`src/rtl/mem_arbiter.sv`:
```
// Arbiter sharing one single-port memory between instruction fetch and data access.
// Data has priority; a streak counter bounds how long a pending fetch can be starved.
module mem_arbiter #(
  parameter int DATA_LEN     = 32,
  parameter int MEM_ADDR_LEN = 32,
  parameter int MAX_D_STREAK = 4
) (
  input  logic                    clk,
  input  logic                    reset,
  input  logic                    if_req,
  input  logic [MEM_ADDR_LEN-1:0] if_addr,
  output logic                    if_ready,
  output logic [DATA_LEN-1:0]     if_rdata,
  input  logic                    d_req,
  input  logic                    d_we,
  input  logic [DATA_LEN/8-1:0]   d_be,
  input  logic [MEM_ADDR_LEN-1:0] d_addr,
  input  logic [DATA_LEN-1:0]     d_wdata,
  output logic                    d_ready,
  output logic [DATA_LEN-1:0]     d_rdata,
  output logic                    mem_req,
  output logic                    mem_we,
  output logic [DATA_LEN/8-1:0]   mem_be,
  output logic [MEM_ADDR_LEN-1:0] mem_addr,
  output logic [DATA_LEN-1:0]     mem_wdata,
  input  logic                    mem_ack,
  input  logic [DATA_LEN-1:0]     mem_rdata,
  output logic                    busy
);
  localparam int BW = DATA_LEN / 8;
  localparam int SW = $clog2(MAX_D_STREAK + 1);
  localparam logic [SW-1:0] SMAX = SW'(MAX_D_STREAK);

  typedef enum logic [1:0] {IDLE, BUSY_I, BUSY_D, RESP} state_t;

  state_t                  state, state_nx;
  logic [SW-1:0]           streak, streak_nx;
  logic                    mem_req_nx, mem_we_nx;
  logic [BW-1:0]           mem_be_nx;
  logic [MEM_ADDR_LEN-1:0] mem_addr_nx;
  logic [DATA_LEN-1:0]     mem_wdata_nx;
  logic                    if_ready_nx, d_ready_nx;
  logic [DATA_LEN-1:0]     if_rdata_nx, d_rdata_nx;
  logic                    grant_d, grant_i;

  // A fetch that has waited out a full data streak wins the next slot.
  assign grant_d = d_req && !(if_req && streak == SMAX);
  assign grant_i = !grant_d && if_req;

  always_ff @(posedge clk or posedge reset) begin
    if (reset) begin
      state  <= IDLE;
      streak <= '0;
    end else begin
      state  <= state_nx;
      streak <= streak_nx;
    end
  end

  always_comb begin
    state_nx     = state;
    streak_nx    = streak;
    mem_req_nx   = mem_req;
    mem_we_nx    = mem_we;
    mem_be_nx    = mem_be;
    mem_addr_nx  = mem_addr;
    mem_wdata_nx = mem_wdata;
    if_ready_nx  = 1'b0;
    d_ready_nx   = 1'b0;
    if_rdata_nx  = if_rdata;
    d_rdata_nx   = d_rdata;
    unique case (state)
      IDLE: begin
        unique case (1'b1)
          grant_d: begin
            state_nx     = BUSY_D;
            mem_req_nx   = 1'b1;
            mem_we_nx    = d_we;
            mem_be_nx    = d_be;
            mem_addr_nx  = d_addr;
            mem_wdata_nx = d_wdata;
            if (!if_req)
              streak_nx = '0;
            else if (streak != SMAX)
              streak_nx = streak + 1'b1;
          end
          grant_i: begin
            state_nx     = BUSY_I;
            mem_req_nx   = 1'b1;
            mem_we_nx    = 1'b0;
            mem_be_nx    = '1;
            mem_addr_nx  = if_addr;
            mem_wdata_nx = '0;
            streak_nx    = '0;
          end
          default: ;
        endcase
      end
      BUSY_I: begin
        if (mem_ack) begin
          state_nx    = RESP;
          mem_req_nx  = 1'b0;
          if_ready_nx = 1'b1;
          if_rdata_nx = mem_rdata;
        end
      end
      BUSY_D: begin
        if (mem_ack) begin
          state_nx   = RESP;
          mem_req_nx = 1'b0;
          d_ready_nx = 1'b1;
          if (!mem_we)
            d_rdata_nx = mem_rdata;
        end
      end
      RESP: state_nx = IDLE;
      default: state_nx = IDLE;
    endcase
  end

  always_ff @(posedge clk or posedge reset) begin
    if (reset) begin
      mem_req   <= 1'b0;
      mem_we    <= 1'b0;
      mem_be    <= '0;
      mem_addr  <= '0;
      mem_wdata <= '0;
      if_ready  <= 1'b0;
      d_ready   <= 1'b0;
      if_rdata  <= '0;
      d_rdata   <= '0;
      busy      <= 1'b0;
    end else begin
      mem_req   <= mem_req_nx;
      mem_we    <= mem_we_nx;
      mem_be    <= mem_be_nx;
      mem_addr  <= mem_addr_nx;
      mem_wdata <= mem_wdata_nx;
      if_ready  <= if_ready_nx;
      d_ready   <= d_ready_nx;
      if_rdata  <= if_rdata_nx;
      d_rdata   <= d_rdata_nx;
      busy      <= (state_nx != IDLE);
    end
  end
endmodule
```
`config.mk`:
```
export PLATFORM = sky130hd
export DESIGN_NAME = mem_arbiter
export DESIGN_NICKNAME = d
export VERILOG_FILES = /design/src/rtl/mem_arbiter.sv
export SDC_FILE = /design/constraint.sdc
export NUM_CORES = 1
export LEC_CHECK = 0
export ABC_AREA = 1
export ABC_CLOCK_PERIOD_IN_PS = 6700
export CORE_UTILIZATION = 42
export DETAILED_ROUTE_END_ITERATION = 7
export GPL_TIMING_DRIVEN = 0
export PLACE_DENSITY = 0.81
export SLEW_MARGIN = 10
export SYNTH_ARGS = -nofsm -noshare
export SYNTH_HDL_FRONTEND = slang
export SYNTH_SLANG_ARGS = --single-unit
export TNS_END_PERCENT = 100
```
`constraint.sdc`:
```
create_clock -name clk -period 6.7 [get_ports clk]
set_input_delay 1.34 -clock clk [delete_from_list [all_inputs] [get_ports clk]]
set_output_delay 1.34 -clock clk [all_outputs]
set_load 0.005 [all_outputs]
```
==> flow_metrics.py, run 1 <==
metrics = {
    "sta": {
        "rsz0062_at_grt": "no",
        "period_share_pct": 40.4,
        "final_max_slew_viol_count": 0,
        "min_period_ns": 2.70,
        "finalSetupViolations": 0,
        "tightestPinTransition_ns": 0.514,
        "max_freq_ghz": 0.370,
        "fin_setup_tns_ns": 0,
        "relSlewSlack_pct": 65.7,
        "final-hold-violation-count": 0,
        "skew_ns": 0.00537,
    },
    "cts": {
        "cts_inserted_buffers": 17,
        "cts_sinks": 142,
        "clk_pin_slew_ns": 0.06,
        "clk_path_buf_depth": 2,
        "htreeDepth": 4,
        "cts_hold_buf": 0,
        "cts_setup_buffers": 0,
        "worstSkewPairLatency_ns": 0.42,
        "cts_tree": "yes",
        "clockRootBuffer": "clkbuf_16",
        "cts_resized": 0,
    },
    "routing": {
        "drtPass1Iterations": 4,
        "num_vias": 5606,
        "ant_nets": 0,
        "route.detailed.drc": 0,
        "routedWlPerCell_um": 14.8,
        "drt_iter0_drc": 322,
        "vias_per_cell": 4.62,
        "wirelength_mm": 17.9,
    },
    "synth": {
        "synth_cell_types": 22,
        "ys_ff_latch": 142,
        "synth_nets": 874,
        "synthSimpleGateAreaFrac_pct": 20.9,
        "dominantRegCellSynth": "dfrtp_1",
        "synthArstFlopShare_pct": 100,
        "synth_edf_count": 0,
        "synth-xor-area-share_pct": 0.143,
        "syn_inst": 729,
        "synth_top_family_by_area": "simple AND/OR/NAND/NOR gates",
        "yosys-top-cells-count": "nand2_1 (276), dfrtp_1 (142), inv_1 (108)",
        "muxShareOfSynthArea_pct": 0,
        "synthTopCellsByArea": "dfrtp_1 (58%), nand2_1 (17%), o21ai_0 (7.2%)",
        "synthMostInstantiatedCell": "nand2_1",
        "synthAdderAreaFrac_pct": 1.43,
        "avgSynthCellArea_um2": 8.41,
        "synth_top_area_share_pct": 57.9,
        "yosys_warnings": 0,
        "synth_top_cell_by_area": "dfrtp_1",
        "synth_area_mm2": 0.00613,
        "synth-compound-area-share_pct": 9.16,
        "yosysSeqAreaShare_pct": 57.9,
    },
    "worst_setup_path": {
        "critPathArrivalTime_ns": 1.36,
        "crit_chain": "clkdlybuf4s50_1",
        "endpoint_kind": "output pin",
        "startpoint_type": "register",
        "reg2reg_slack_ns": 4.97,
        "worstPathMaxFanout": 2,
        "cp_num_buf_inv": 1,
        "critPathMaxStageDelay_ns": 0.58,
        "worst_path_max_delay_cell": "clkdlybuf4s50_1",
        "worstReg2RegStart": "state[1]",
        "reg2reg_depth": 6,
        "required_ns": 5.36,
        "rr_endpoint": "if_rdata[27]",
        "cp_top_family": "buffers and inverters",
        "worstSetupPathType": "register to output pin",
    },
    "power_and_ir_drop": {
        "p_leak_nw": 4.84,
        "power_switching_mw": 1.34,
        "power_frac_seq_pct": 34.9,
        "switching_share_pct": 31.7,
        "internal_power_mw": 2.90,
        "power.density_mw_per_mm2": 434,
        "comb_power_share_pct": 40.5,
        "vdd_ir_drop_max_mv": 0.201,
        "clkPwrFrac_pct": 24.5,
        "p_total_mw": 4.24,
    },
    "placement": {
        "gp_congestion": 0.819,
        "placed_area_mm2": 0.00913,
        "dp_cells": 1183,
        "port-buffer-count": 273,
        "hpwlAfterDp_mm": 13.3,
    },
    "global_route": {
        "grt_pass1_wl_mm": 27.4,
        "overflow": 0,
        "grt_start_max_net_pins": 73,
        "grt.total_usage_pct": 24.4,
        "grt_pass1_vias": 5397,
        "antenna_found_initial": 0,
    },
    "cells_and_area": {
        "layout.cells.non_filler": 1214,
        "diodes": 0,
        "area_growth_syn_to_layout_pct": 59.5,
        "nFillCells": 1087,
        "final_core_util_pct": 69.6,
        "finish.instance_area_mm2": 0.00978,
        "nets": 1167,
        "drive_gt1_share_pct": 6.29,
    },
    "job": {
        "cap_violations": 0,
    },
    "worst_hold_path": {
        "min_to": "d_rdata[10]",
        "hp-class": "register to register",
        "worstHoldStart": "d_rdata[10]",
        "whs_path_depth": 2,
    },
    "floorplan": {
        "start_util_pct": 43.7,
        "fp.dieW_um": 123,
        "core_mm2": 0.0140,
        "fp.dieArea_mm2": 0.0151,
        "die_h_um": 123,
        "num_rows": 43,
        "ios": 275,
    },
    "outcome": {
        "status": "completed",
    },
}
-- flip-flops by register name, indices dropped and copies added (netlist names), 2 cells and up --
signal,cells
if_rdata,32
mem_be,4
streak,3
mem_wdata,32
d_rdata,32
state,2
mem_addr,32
-- per-layer routing --
layer / routed length [um] / global-route usage [%] / vias up
met5: 0 / 0 / -
met1: 6920 / 27.3 / 2535
met4: 391 / 9.45 / 0
met2: 8750 / 41.4 / 234
li1: - / - / 2807
met3: 1880 / 9.80 / 30
-- cell usage in the layout, fill, tap and decap left out, types with 5 or more instances in the layout --
cell / n
nand3_1: 37
nand2_1: 276
inv_1: 107
dfrtp_1: 142
o21ai_1: 18
clkbuf_16: 17
buf_2: 12
bufinv_16: 5
ha_1: 7
buf_6: 5
clkdlybuf4s50_1: 273
o21ai_0: 88
clkbuf_1: 12
buf_4: 8
-- worst max path at each step --
| stage | cells after the start | endpoint | from | slack (ns) |
|---|---|---|---|---|
| CTS | 1 | busy | busy | 3.99 |
| detailed placement | 5 | if_rdata[27] | mem_ack | 3.76 |
| finish | 1 | mem_addr[24] | mem_addr[24] | 4.00 |
| global route | 1 | d_rdata[31] | d_rdata[31] | 3.97 |
| global placement | 2 | mem_be[0] | reset | -0.47 |
| floorplan | 1 | busy | reset | 1.55 |
-- metrics by stage --
stage,setup WS [ns],hold WS (ns)
2_1_floorplan,1.55,0.473
6_report,4.00,0.477
4_1_cts,3.99,0.481
3_3_place_gp,-0.467,0.462
5_1_grt,3.97,0.495
3_5_place_dp,3.76,0.465
-- power groups by stage --
stage / Clock (mW) / Sequential [mW] / Combinational, mW
6_report: 1.04 / 1.48 / 1.72
5_1_grt: 1.09 / 1.52 / 1.90
4_1_cts: 1.06 / 1.48 / 1.74
3_5_place_dp: 0 / 1.48 / 1.73
3_3_place_gp: 0 / 1.47 / 1.69
2_1_floorplan: 0 / 1.49 / 0.633
-- cells by family (layout without fill, tap and decap cells) --
| group | after synthesis | after routing |
|---|---|---|
| xor gates and xnor gates | 1 | 1 |
| adders and majority gates | 7 | 7 |
| and+or+nand+nor | 322 | 322 |
| AOI/OAI and AO/OA | 109 | 109 |
| buffers and inverters | 148 | 453 |
| DFF | 142 | 142 |
-- area by class of cell --
class                   instances  area (um^2)  share of cell area, %
plain buffers                  39          231                   2.37
clock buffers                  19          443                   4.53
clock inverters                12          210                   2.15
inverters                     109          417                   4.26
multi-input cells             439         1940                   19.8
flip-flops and latches        142         3550                   36.3
well taps                     180          225                   2.30
repair buffers                274         2760                   28.2
No activity file was read; power rests on OpenSTA's default activity.
==> run 2, diff against run 1 <==
--- a/config.mk
+++ b/config.mk
@@ -6,11 +6,11 @@
 export NUM_CORES = 1
 export LEC_CHECK = 0
 export ABC_AREA = 1
-export ABC_CLOCK_PERIOD_IN_PS = 6700
-export CORE_UTILIZATION = 42
+export ABC_CLOCK_PERIOD_IN_PS = 2450
+export CORE_UTILIZATION = 38
 export DETAILED_ROUTE_END_ITERATION = 7
 export GPL_TIMING_DRIVEN = 0
-export PLACE_DENSITY = 0.81
+export PLACE_DENSITY = 0.77
 export SLEW_MARGIN = 10
 export SYNTH_ARGS = -nofsm -noshare
 export SYNTH_HDL_FRONTEND = slang
==> constraint.sdc (replaced) <==
create_clock -name clk -period 2.45 [get_ports clk]
set_input_delay 0.49 -clock clk [delete_from_list [all_inputs] [get_ports clk]]
set_output_delay 0.49 -clock clk [all_outputs]
set_load 0.005 [all_outputs]
==> flow_metrics.py, run 2 (same netlist as run 1, synthesis figures left out) <==
metrics = {
    "cells_and_area": {
        "layout_common_cells": "nand2_1 (276), clkdlybuf4s50_1 (273), dfrtp_1 (142)",
        "area_growth_syn_to_layout_pct": 59.7,
        "finish.instance_area_mm2": 0.00980,
        "nFillCells": 1369,
        "drive_gt1_share_pct": 6.65,
        "seq_area_mm2": 0.00355,
        "diodes": 0,
        "nets": 1169,
        "layout.cells.non_filler": 1253,
        "multiInputGateArea_mm2": 0.00194,
        "final_common_cell": "nand2_1",
        "final_core_util_pct": 61.9,
    },
    "floorplan": {
        "fp.dieArea_mm2": 0.0166,
        "start_util_pct": 38.7,
        "ios": 275,
        "num_rows": 46,
        "die_h_um": 129,
        "fp.dieW_um": 129,
        "core_mm2": 0.0158,
    },
    "cts": {
        "cts_resized": 0,
        "cts_sinks": 142,
        "cts_tree": "yes",
        "worstSkewPairLatency_ns": 0.42,
        "cts_inserted_buffers": 17,
        "clockRootBuffer": "clkbuf_16",
        "clk_pin_slew_ns": 0.06,
        "cts_setup_buffers": 0,
        "htreeDepth": 4,
        "clk_path_buf_depth": 2,
        "cts_hold_buf": 0,
    },
    "placement": {
        "dp_cells": 1221,
        "port-buffer-count": 273,
        "hpwlAfterDp_mm": 13.8,
        "gp_congestion": 0.804,
        "placed_area_mm2": 0.00920,
    },
    "job": {
        "cap_violations": 0,
    },
    "worst_hold_path": {
        "worstHoldStart": "if_req",
        "hp-class": "input pin to register",
    },
    "global_route": {
        "grt_pass1_wl_mm": 28.4,
        "grt_pass1_vias": 5748,
        "grt.total_usage_pct": 22.3,
        "grt_start_max_net_pins": 39,
        "overflow": 0,
        "antenna_found_initial": 0,
    },
    "outcome": {
        "status": "completed",
    },
    "sta": {
        "relSlewSlack_pct": 45.2,
        "min_period_ns": 1.82,
        "max_freq_ghz": 0.550,
        "skew_ns": 0.0107,
        "tightestPinTransition_ns": 0.821,
        "final-hold-violation-count": 0,
        "finalSetupViolations": 0,
        "rsz0062_at_grt": "no",
        "final_max_slew_viol_count": 0,
        "period_share_pct": 74.2,
    },
    "worst_setup_path": {
        "worstPathMaxFanout": 2,
        "worstReg2RegStart": "state[1]",
        "required_ns": 1.96,
        "critPathLaunch": "mem_addr[28]",
        "critPathArrivalTime_ns": 1.33,
        "crit_chain": "clkdlybuf4s50_1",
        "critPathMaxStageDelay_ns": 0.55,
        "cp_top_family": "buffers and inverters",
        "cp_num_buf_inv": 1,
        "worstSetupPathType": "register to output pin",
        "worst_path_max_delay_cell": "clkdlybuf4s50_1",
        "endpoint_kind": "output pin",
        "startpoint_type": "register",
    },
    "routing": {
        "drt_iter0_drc": 276,
        "num_vias": 5763,
        "ant_nets": 0,
        "wirelength_mm": 18.0,
        "vias_per_cell": 4.60,
        "route.detailed.drc": 0,
        "routedWlPerCell_um": 14.4,
        "drtPass1Iterations": 4,
    },
    "power_and_ir_drop": {
        "vdd_ir_drop_max_mv": 0.553,
        "power.density_mw_per_mm2": 1160,
        "p_leak_nw": 4.83,
    },
}
-- run 2: cell count changes in the layout (fill, tap and decap cells not counted) --
cell / delta
buf_12: +3
buf_16: -1
bufinv_16: -3
clkbuf_1: -1
clkinv_2: +2
clkinv_4: +1
inv_6: +3
inv_8: -1
-- run 2: final cells by class --
type	instances	area share (%)
Buffer	39	2.36
Timing Repair Buffer	276	28.5
Multi-Input combinational cell	439	19.8
Inverter	109	4.22
Clock buffer	18	4.48
Clock inverter	14	1.61
Sequential cell	142	36.3
Tap cell	216	2.76
-- run 2: where the power goes --
part           total [mW]  internal, mW  switching (mW)
sequential           4.04          3.42           0.614
clock                2.60          1.55            1.05
combinational        4.70          2.66            2.04
total                11.3          7.63            3.70
-- run 2: final timing paths --
kind | slack, ns | depth (start not counted) | endpoint
worst max-delay path | 0.63 | 1 | mem_addr[28]
worst min-delay path | 0.40 | 3 | streak[2]
worst max register to register | 0.65 | 6 | if_rdata[27]
worst min register to register | 0.48 | 2 | mem_addr[30]
max in group asynchronous | 1.21 | 3 | if_rdata[10]
min in group asynchronous | 0.59 | 2 | mem_wdata[20]
-- run 2: layer usage --
metal	up-vias	track usage (%)	wire length [um]
met3	16	8.42	1680
met2	226	39.4	8970
met4	0	8.03	250
met1	2703	24.6	7130
li1	2818	-	-
met5	-	0	0
-- run 2: stage by stage --
| stage | hold WS, ns | worst slack (ns) | TNS [ns] | power [mW] |
|---|---|---|---|---|
| 2_1_floorplan | 0.473 | 0.183 | 0 | 5.81 |
| 3_3_place_gp | 0.462 | -1.11 | -157.26 | 8.67 |
| 3_5_place_dp | 0.464 | 0.326 | 0 | 8.80 |
| 4_1_cts | 0.393 | 0.606 | 0 | 11.5 |
| 5_1_grt | 0.395 | 0.447 | 0 | 12.1 |
| 6_report | 0.402 | 0.631 | 0 | 11.3 |
==> run 3, diff against run 2 <==
--- a/config.mk
+++ b/config.mk
@@ -6,11 +6,11 @@
 export NUM_CORES = 1
 export LEC_CHECK = 0
 export ABC_AREA = 1
-export ABC_CLOCK_PERIOD_IN_PS = 2450
-export CORE_UTILIZATION = 38
+export ABC_CLOCK_PERIOD_IN_PS = 1800
+export CORE_UTILIZATION = 42
 export DETAILED_ROUTE_END_ITERATION = 7
 export GPL_TIMING_DRIVEN = 0
-export PLACE_DENSITY = 0.77
+export PLACE_DENSITY = 0.81
 export SLEW_MARGIN = 10
 export SYNTH_ARGS = -nofsm -noshare
 export SYNTH_HDL_FRONTEND = slang
==> constraint.sdc (replaced) <==
create_clock -name clk -period 1.8 [get_ports clk]
set_input_delay 0.36 -clock clk [delete_from_list [all_inputs] [get_ports clk]]
set_output_delay 0.36 -clock clk [all_outputs]
set_load 0.005 [all_outputs]
==> flow_metrics.py, run 3 (same netlist as run 1, synthesis figures left out) <==
metrics = {
    "cts": {
        "clockRootBuffer": "clkbuf_16",
        "cts_hold_buf": 0,
        "clk_pin_slew_ns": 0.05,
        "cts_inserted_buffers": 17,
        "worstSkewPairLatency_ns": 0.42,
        "cts_tree": "yes",
        "htreeDepth": 4,
        "cts_sinks": 142,
        "clk_path_buf_depth": 2,
        "cts_setup_buffers": 0,
    },
    "sta": {
        "relSlewSlack_pct": 59.9,
        "fin_setup_tns_ns": 0,
        "finalSetupViolations": 0,
        "rsz0062_at_grt": "yes",
        "tightestPinTransition_ns": 0.600,
        "final_max_slew_viol_count": 0,
        "min_period_ns": 1.70,
        "skew_ns": 0.00785,
        "max_freq_ghz": 0.589,
        "whs_ns": 0.281,
        "final-hold-violation-count": 0,
        "final.setup.worst_slack_ns": 0.101,
        "period_share_pct": 94.4,
    },
    "placement": {
        "gp_congestion": 0.842,
        "dp_cells": 1186,
        "port-buffer-count": 273,
        "hpwlAfterDp_mm": 13.8,
        "pre_cts_slack_ns": -0.191,
        "placed_area_mm2": 0.00918,
    },
    "routing": {
        "ant_nets": 0,
        "drtPass1Iterations": 5,
        "drt_iter0_drc": 306,
        "vias_per_cell": 4.82,
        "routedWlPerCell_um": 15.0,
        "route.detailed.drc": 0,
        "wirelength_mm": 18.3,
        "num_vias": 5865,
    },
    "worst_hold_path": {
        "worstHoldStart": "if_req",
        "whs_path_depth": 3,
        "hp-class": "input pin to register",
    },
    "floorplan": {
        "num_rows": 43,
        "fp.dieW_um": 123,
        "start_util_pct": 43.7,
        "core_mm2": 0.0140,
        "die_h_um": 123,
        "fp.dieArea_mm2": 0.0151,
        "ios": 275,
    },
    "worst_setup_path": {
        "worstPathMaxFanout": 1,
        "reg2reg_depth": 9,
        "worstReg2RegStart": "streak[0]",
        "crit_cells": 1,
        "crit_chain": "clkdlybuf4s50_1",
        "critPathArrivalTime_ns": 1.34,
        "cp_num_buf_inv": 1,
        "worst_path_max_delay_cell": "clkdlybuf4s50_1",
        "reg2reg_slack_ns": 0.15,
        "critPathLaunch": "busy",
        "startpoint_type": "register",
        "worstSetupPathType": "register to output pin",
        "critPathMaxStageDelay_ns": 0.55,
        "cp_top_family": "buffers and inverters",
        "required_ns": 1.44,
        "endpoint_kind": "output pin",
    },
    "cells_and_area": {
        "diodes": 0,
        "nFillCells": 1120,
        "final_core_util_pct": 69.6,
        "finish.instance_area_mm2": 0.00978,
        "layout_common_cells": "nand2_1 (276), clkdlybuf4s50_1 (273), dfrtp_1 (142)",
        "area_growth_syn_to_layout_pct": 59.5,
        "nets": 1170,
        "multiInputGateArea_mm2": 0.00194,
        "seq_area_mm2": 0.00355,
        "drive_gt1_share_pct": 7.42,
        "final_common_cell": "nand2_1",
        "layout.cells.non_filler": 1218,
    },
    "global_route": {
        "grt_pass1_wl_mm": 28.5,
        "grt.total_usage_pct": 25.2,
        "grt_start_max_net_pins": 40,
        "overflow": 0,
        "antenna_found_initial": 0,
        "grt_pass1_vias": 5719,
    },
    "power_and_ir_drop": {
        "vdd_ir_drop_max_mv": 0.729,
        "p_total_mw": 15.4,
        "p_leak_nw": 4.86,
        "comb_power_share_pct": 41.9,
        "clkPwrFrac_pct": 22.4,
        "switching_share_pct": 32.2,
        "power.density_mw_per_mm2": 1580,
        "power_switching_mw": 4.96,
        "internal_power_mw": 10.4,
        "power_frac_seq_pct": 35.7,
    },
    "job": {
        "cap_violations": 0,
    },
    "outcome": {
        "status": "completed",
    },
}
-- run 3: changes by cell type in the layout (fill, tap and decap cells not counted), sizes merged --
cell	delta
clkbuf	+5
inv	-4
clkinvlp	+1
clkinv	-1
-- run 3: per-layer routing --
layer  global-route usage, %  vias up  wire, um
met5                       0        -         0
met4                    11.4        0       494
met3                    8.69       37      1730
met2                    43.1      287      9130
met1                    28.3     2726      6950
li1                        -     2815         -
-- run 3: repair_timing --
item / 4_1_cts / 5_1_grt
pin swaps: 0 / 0
gates cloned: 0 / 0
endpoints found under the setup margin: 2 / 62
gates resized for setup: 2 / 14
-- run 3: final cells by class --
class / count / area share, %
inverter: 109 / 4.22
buffer: 39 / 2.48
timing repair buffer: 277 / 28.8
multi-input combinational: 439 / 19.8
clock buffer: 22 / 4.85
tap: 180 / 2.30
sequential: 142 / 36.3
clock inverter: 10 / 1.14
-- run 3: power groups by stage --
| stage | Combinational [mW] | Sequential (mW) | Clock (mW) |
|---|---|---|---|
| 5_1_grt | 7.17 | 5.64 | 3.66 |
| 6_report | 6.46 | 5.50 | 3.45 |
| 4_1_cts | 6.54 | 5.49 | 3.50 |
| 3_5_place_dp | 6.49 | 5.50 | 0 |
| 3_3_place_gp | 6.31 | 5.46 | 0 |
| 2_1_floorplan | 2.36 | 5.55 | 0 |
-- run 3: worst paths after layout --
| kind | to |
|---|---|
| max | busy |
| min | streak[0] |
| max reg2reg | mem_addr[0] |
| min reg2reg | mem_addr[31] |
| max in group asynchronous | d_rdata[7] |
| min in group asynchronous | mem_wdata[23] |
